File: config.mk
export PLATFORM = sky130hd
export DESIGN_NAME = if_stage
export DESIGN_NICKNAME = d
export VERILOG_FILES = /design/src/rtl/if_stage.sv
export SDC_FILE = /design/constraint.sdc
export NUM_CORES = 1
export LEC_CHECK = 0
export CAP_MARGIN = 20
export CORE_MARGIN = 1
export CORE_UTILIZATION = 55
export DETAILED_ROUTE_END_ITERATION = 7
export PLACE_DENSITY = 0.83
export SLEW_MARGIN = 10
export SYNTH_ARGS = -nofsm -noshare
export SYNTH_HDL_FRONTEND = slang
export SYNTH_SLANG_ARGS = --single-unit
File: constraint.sdc
create_clock -name clk -period 4.51 [get_ports clk]
set_clock_uncertainty 0.1 [all_clocks]
set_input_delay 0.451 -clock clk [delete_from_list [all_inputs] [get_ports clk]]
set_output_delay 0.451 -clock clk [all_outputs]
set_load 0.03 [all_outputs]
File: src/rtl/if_stage.sv
// Instruction-fetch stage: owns the fetch PC, keeps one imem request outstanding
// and fills the IF/ID register, with a one-entry skid to absorb decode stalls.
module if_stage #(
  parameter logic [31:0] RESET_VECTOR = 32'h0000_0000,
  parameter logic [31:0] NOP_INSN     = 32'h0000_0013,
  parameter int unsigned HART_ST_W    = 4
) (
  input  logic                 clk,
  input  logic                 reset,
  output logic                 imem_req,
  output logic [31:0]          imem_addr,
  input  logic                 imem_rdy,
  input  logic [31:0]          imem_rd_data,
  input  logic                 stall,
  input  logic                 flush,
  input  logic                 redirect_en,
  input  logic [31:0]          redirect_pc,
  input  logic [HART_ST_W-1:0] hart_st,
  output logic                 fetch_busy,
  output logic [31:0]          pc,
  output logic [31:0]          if_pc,
  output logic [31:0]          if_insn,
  output logic                 if_en,
  output logic [HART_ST_W-1:0] if_hart_st
);

  localparam int unsigned   XLEN     = 32;
  localparam logic [XLEN-1:0] PC_STEP  = XLEN'(4);
  localparam logic [XLEN-1:0] RESET_PC = {RESET_VECTOR[31:2], 2'b00};

  typedef enum logic [1:0] {
    S_FETCH = 2'd0,
    S_HOLD  = 2'd1,
    S_DROP  = 2'd2
  } state_e;

  state_e                state_q, state_d;
  logic [XLEN-1:0]       fetch_pc_q, fetch_pc_d;
  logic                  imem_req_q, imem_req_d;
  logic [XLEN-1:0]       imem_addr_q, imem_addr_d;
  logic [XLEN-1:0]       skid_insn_q, skid_insn_d;
  logic [XLEN-1:0]       skid_pc_q, skid_pc_d;
  logic [HART_ST_W-1:0]  skid_hart_q, skid_hart_d;
  logic [XLEN-1:0]       pc_q, pc_d;
  logic [XLEN-1:0]       if_pc_q, if_pc_d;
  logic [XLEN-1:0]       if_insn_q, if_insn_d;
  logic                  if_en_q, if_en_d;
  logic [HART_ST_W-1:0]  if_hart_st_q, if_hart_st_d;

  logic                  rsp;
  logic [XLEN-1:0]       redirect_tgt;
  logic                  load_fetch, load_skid, load_bubble;
  logic                  unused_redirect_lsb;

  // A response only counts while our own request is on the bus.
  assign rsp                 = imem_rdy & imem_req_q;
  assign redirect_tgt        = {redirect_pc[31:2], 2'b00};
  assign unused_redirect_lsb = ^redirect_pc[1:0];

  always_comb begin
    state_d      = state_q;
    fetch_pc_d   = fetch_pc_q;
    skid_insn_d  = skid_insn_q;
    skid_pc_d    = skid_pc_q;
    skid_hart_d  = skid_hart_q;
    pc_d         = pc_q;
    if_pc_d      = if_pc_q;
    if_insn_d    = if_insn_q;
    if_en_d      = if_en_q;
    if_hart_st_d = if_hart_st_q;
    load_fetch   = 1'b0;
    load_skid    = 1'b0;
    load_bubble  = 1'b0;

    unique case (state_q)
      S_FETCH: begin
        if (redirect_en) begin
          fetch_pc_d  = redirect_tgt;
          state_d     = rsp ? S_FETCH : S_DROP;
          load_bubble = !stall;
        end else if (rsp) begin
          if (!stall) begin
            load_fetch = 1'b1;
            fetch_pc_d = fetch_pc_q + PC_STEP;
          end else begin
            skid_insn_d = imem_rd_data;
            skid_pc_d   = fetch_pc_q;
            skid_hart_d = hart_st;
            state_d     = S_HOLD;
          end
        end else begin
          load_bubble = !stall;
        end
      end
      S_HOLD: begin
        if (redirect_en) begin
          fetch_pc_d  = redirect_tgt;
          state_d     = S_FETCH;
          load_bubble = !stall;
        end else if (!stall) begin
          load_skid  = 1'b1;
          fetch_pc_d = fetch_pc_q + PC_STEP;
          state_d    = S_FETCH;
        end
      end
      S_DROP: begin
        if (redirect_en) begin
          fetch_pc_d = redirect_tgt;
        end
        if (rsp) begin
          state_d = S_FETCH;
        end
        load_bubble = !stall;
      end
      default: begin
        state_d = S_FETCH;
      end
    endcase

    // flush beats every other IF/ID source, including a held entry.
    if (flush || load_bubble) begin
      if_en_d   = 1'b0;
      if_insn_d = NOP_INSN;
    end else if (load_fetch) begin
      pc_d         = fetch_pc_q;
      if_pc_d      = fetch_pc_q + PC_STEP;
      if_insn_d    = imem_rd_data;
      if_en_d      = 1'b1;
      if_hart_st_d = hart_st;
    end else if (load_skid) begin
      pc_d         = skid_pc_q;
      if_pc_d      = skid_pc_q + PC_STEP;
      if_insn_d    = skid_insn_q;
      if_en_d      = 1'b1;
      if_hart_st_d = skid_hart_q;
    end

    // DROP keeps the stale address on the bus until memory answers it.
    imem_req_d  = (state_d != S_HOLD);
    imem_addr_d = (state_d == S_DROP) ? imem_addr_q : fetch_pc_d;
  end

  always_ff @(posedge clk) begin
    if (reset) begin
      state_q      <= S_FETCH;
      fetch_pc_q   <= RESET_PC;
      imem_req_q   <= 1'b0;
      imem_addr_q  <= RESET_PC;
      skid_insn_q  <= NOP_INSN;
      skid_pc_q    <= '0;
      skid_hart_q  <= '0;
      pc_q         <= '0;
      if_pc_q      <= '0;
      if_insn_q    <= NOP_INSN;
      if_en_q      <= 1'b0;
      if_hart_st_q <= '0;
    end else begin
      state_q      <= state_d;
      fetch_pc_q   <= fetch_pc_d;
      imem_req_q   <= imem_req_d;
      imem_addr_q  <= imem_addr_d;
      skid_insn_q  <= skid_insn_d;
      skid_pc_q    <= skid_pc_d;
      skid_hart_q  <= skid_hart_d;
      pc_q         <= pc_d;
      if_pc_q      <= if_pc_d;
      if_insn_q    <= if_insn_d;
      if_en_q      <= if_en_d;
      if_hart_st_q <= if_hart_st_d;
    end
  end

  assign imem_req   = imem_req_q;
  assign imem_addr  = imem_addr_q;
  assign fetch_busy = ((state_q == S_FETCH) && !imem_rdy) || (state_q == S_DROP);
  assign pc         = pc_q;
  assign if_pc      = if_pc_q;
  assign if_insn    = if_insn_q;
  assign if_en      = if_en_q;
  assign if_hart_st = if_hart_st_q;

endmodule
======== Word-level counts from Yosys, hierarchy flattened ========
Cells that the tools add are included.
cells by class
  add/subtract/negate cells ............... 2
  equal/unequal tests ..................... 4
  mux-type cells .......................... 34
  bitwise gates (word level) .............. 3
  reduce and logical (&&, ||, !) cells .... 10
operators with widths
  cell                   number
  $mux 32                11
  $pmux 32 s3            1
  $add 32x3->32 const B  2
  $mux 2                 7
  $mux 1                 11
  $mux 4                 2
  $pmux 2 s3             1
  $eq 2x2->1 const B     2
  $reduce_and 4->1       1
  $pmux 1 s3             1
  $eq 2x1->1 const B     1
  $logic_not 1->1        2
  $logic_not 2->1        1
  $logic_or 1x1->1       2
  $ne 2x1->1 const B     1
  $not 1->1              2
  $reduce_and 2->1       1
  $reduce_bool 2->1      1
  $reduce_or 2->1        1
  $and 1x1->1            1
  $logic_and 1x1->1      1
storage, ports and cells
  flip-flop bits (word level) ............. 236
  output and inout bits ................... 135
  word-level logic and storage cells ...... 65

======== Logic depth before layout (Yosys ltp) ========
  depth in word-level cells ............... 7
  depth in mapped cells ................... 9
  mapped depth without buffers ............ 7

======== Least setup slack after synthesis ========
Ideal clock, no wire load.
  path kind ............................... flip-flop to flip-flop
  start point ............................. register fetch_pc_q[2]
  end point ............................... register fetch_pc_q[28]
  library setup time ...................... 0.117 ns
  data arrival time ....................... 2.214 ns
  path slack .............................. 2.079 ns
  stages on the path, launching flop included .. 8
  path buffers ............................ 0
  period minus slack after synthesis ...... 2.431 ns
  cells stage by stage .................... dfxtp_1 -> ha_1 -> nand3_1 -> or3_1 -> nor4_1 -> xor2_1 -> a221o_1 -> a32o_1
on the way
  word-level cells in the longest chain between the ends .. 5
  elaborated cells on any way between the ends .. 6
RTL lines
  item                    RTL line  RTL
  start, declared         38        logic [XLEN-1:0] fetch_pc_q, fetch_pc_d;
  start signal, assigned  159       fetch_pc_q <= fetch_pc_d;
  $add 32x3->32 *         84, 102
  $mux 32 *               82, 100
  $mux 32                 81        end else if (rsp) begin
  $mux 32                 77        if (redirect_en) begin
  $pmux 32 s3 *           75        unique case (state_q)
Mark *: on every way between the ends. The rest lies on a longest branch, timed or not.
A chain may end at the register's enable or synchronous reset.

======== Final worst setup path ========
  start point ............................. register state_q[0]
  end point ............................... register pc_q[30] (netlist: pc[30])
on the way
  word-level cells in the longest chain between the ends .. 5
  elaborated cells on any way between the ends .. 11
RTL lines
  item                                      RTL line  RTL
  start, declared                           37        state_e state_q, state_d;
  start signal, assigned                    158       state_q <= state_d;
  $eq 2x2->1, or another cell as far along  75
  $pmux 1 s3                                75
  $logic_or 1x1->1                          121       if (flush || load_bubble) begin
  $not 1->1 (no line)                       -
  $reduce_and 2->1 (no line)                -
  end signal, assigned                      165       pc_q <= pc_d;
  end, declared                             44        logic [XLEN-1:0] pc_q, pc_d;
Several ways; a longest one is shown, not always the timed one.

==> flow_metrics.py <==
metrics = {
    "route": {
        "post_drt_wl_per_cell_um": 18.8,
        "vias_per_cell": 6.13,
        "wl_mm": 36.2,
        "drc": 0,
        "antenna_left": 0,
        "vias": 11838,
        "drt_iter0_markers": 1038,
        "first_pass_iters": 7,
    },
    "global_routing": {
        "gr-usage-met3": 0.0575,
        "grt_use_met2": 0.527,
        "track_usage": 0.328,
        "use_met1": 0.440,
        "grt_max_degree": 97,
        "top_usage_layer": "met2",
        "grt_pass1_vias": 11042,
        "grt.overflow.total": 0,
        "antenna_found_initial": 0,
        "grt_pass1_wl_mm": 57.7,
    },
    "timing": {
        "holdWs_ns": 0.311,
        "final-max-slew-violation-count": 0,
        "setup_ws_ns": 1.15,
        "tightest_slew_ns": 1.09,
        "min_period_over_period": 0.746,
        "fmax_mhz": 297,
        "tns_ns": 0,
        "rsz0062_at_grt": "no",
        "slew_headroom": 0.273,
        "hold_viol": 0,
        "setup_viol": 0,
        "min_period_ns": 3.36,
    },
    "critical_path": {
        "required_ns": 4.84,
        "critical_path.cell_chain": "a21oi_1 > or4_1 > nor2_4 > buf_4 > nor2_1 > a311oi_1",
        "worstSetupEndpointType": "register",
        "crit_arrival_ns": 3.69,
        "crit_slowest_cell": "or4_1",
        "cp-start-kind": "register",
        "critPathMaxStageDelay_ns": 0.74,
        "crit_type": "register to register",
        "path_delay_family": "simple AND/OR/NAND/NOR gates",
        "path_max_fanout": 28,
        "critPathBufInv": 1,
    },
    "clock_network": {
        "cts_made_buffers": 25,
        "cts_hold_buffers": 0,
        "cts_tree": "yes",
        "clk_pin_slew_ns": 0.06,
        "clkLatencyLatePin_ns": 0.53,
        "post_cts_resized": 0,
        "cts_setup_buffers": 0,
        "clock_sinks": 234,
        "clockBufferDepth": 3,
        "htreeDepth": 1,
        "root_buffer": "clkbuf_16",
    },
    "power": {
        "report.power.total_mw": 4.75,
        "peakVddDrop_v": 0.000318,
        "leakagePower_nw": 4.71,
        "power.density_mw_per_mm2": 330,
    },
    "flow_run": {
        "maxCapViolCount": 0,
    },
    "floorplan": {
        "num_io_pins": 209,
        "core_area_mm2": 0.0204,
        "start_util": 0.567,
        "die_y_um": 147,
        "fp-row-count": 52,
        "die-area_mm2": 0.0217,
        "die_w_um": 147,
    },
    "placement": {
        "place_congestion": 0.922,
        "pre_cts_ws_ns": 0.867,
        "port_buffers": 206,
        "dp_hpwl_mm": 24.4,
    },
    "worst_hold_path": {
        "hold_class": "input port to register",
    },
    "synthesis": {
        "syn_avg_cell_area_um2": 7.57,
        "ys_types": 71,
        "async_flop_share": 0,
        "yosys_warnings": 0,
        "syn-num-nets": 1608,
        "seq_area_frac_synth": 0.404,
        "synth_edf_count": 0,
        "synth_flop_cell": "dfxtp_1",
        "netlist_area_mm2": 0.0116,
        "synth_seq_cells": 234,
        "syn_inst": 1532,
    },
    "cells_and_area": {
        "nNetsFinal": 1722,
        "n_antenna_cell": 0,
        "postLayoutCoreUtil": 0.706,
        "area_growth_pct": 24.4,
        "post_route_cells_drive_above_1_share": 0.0487,
    },
    "run_status": {
        "outcome": "finished, final reports clean",
    },
}
[state kept, by name, indices dropped and copies added (netlist names), 2 cells and up]
register and count:
state_q 2, if_pc 30, skid_insn_q 32, imem_addr 32, skid_pc_q 32, pc 32, skid_hart_q 4, if_hart_st 4
fetch_pc_q 32, if_insn 32
[synthesized netlist by cell type (27+ instances only)]
cell type,instances,area [µm²]
nor2_1,137,514
nand2_1,377,1420
o21ai_0,43,215
a311oi_1,67,587
a21oi_1,120,601
dfxtp_1,234,4680
xnor2_1,39,342
clkbuf_1,103,387
xor2_1,27,236
buf_2,28,140
nand3_1,35,175
nor3_1,34,170
[logic make-up (layout without fill, tap and decap cells)]
family	after synthesis	after routing	share of synthesized area
xor gates and xnor gates	66	66	0.0499
and+or+nand+nor	700	700	0.266
adders and majority gates	3	3	0.00302
muxes	5	5	0.00432
buffers and inverters	155	285	0.0543
AOI/OAI and AO/OA	369	369	0.218
DFF	234	234	0.404
[metal layers]
metal / share of wire / vias to the layer above
li1: - / 5622
met1: 0.42 / 5564
met2: 0.46 / 574
met3: 0.090 / 78
met4: 0.030 / 0
met5: 0 / -
[final timing paths]
check	from	slack, ns	to	depth (start not counted)
setup / recovery	state_q[0]$_SDFF_PP0_	1.15	pc[30]$_SDFFE_PP0P_	6
hold / removal	reset	0.31	fetch_pc_q[19]$_SDFF_PP0_	2
setup reg to reg	state_q[0]$_SDFF_PP0_	1.15	pc[30]$_SDFFE_PP0P_	6
hold reg to reg	if_pc[18]$_SDFFE_PP0P_	0.35	if_pc[18]$_SDFFE_PP0P_	2
[final cells by class]
cell class	count	area [µm²]
inverters	11	41.3
flip-flops and latches	234	4680
clock buffers	39	748
repair buffers	231	2270
fillers	1675	6010
clock inverters	4	23.8
well taps	270	338
multi-input cells	1143	6310
[cell usage in the layout, fill, tap and decap left out, types with 25 or more instances in the layout]
cell / count
a21oi_1: 120
xor2_1: 27
a311oi_1: 67
nor2_1: 136
nor3_1: 33
o21ai_0: 42
xnor2_1: 39
clkdlybuf4s50_1: 204
nand2_1: 376
nand3_1: 35
dfxtp_1: 234
clkbuf_16: 25
[stage by stage]
stage | cells | cell area [µm²]
after floorplan | 1532 | 11600
after global placement | 1889 | 13600
after detailed placement | 1889 | 13600
after CTS | 1932 | 14400
after global routing | 1932 | 14400
final | 1932 | 14400
[worst reg2reg max path, cell delays in order, from the launching register on]
cell and delay, ns:
dfxtp_1 0.73, a21oi_1 0.35, or4_1 0.74, nor2_4 0.71
buf_4 0.31, nor2_1 0.06, a311oi_1 0.27
[report_power, final]
group / leakage, nW / total, mW / switching [mW] / internal (mW)
registers: 1.90 / 2.24 / 0.106 / 2.13
clock network: 0.383 / 1.94 / 0.812 / 1.13
logic: 2.42 / 0.571 / 0.334 / 0.237
total: 4.71 / 4.75 / 1.25 / 3.50
(Power assumes the default switching activity.)
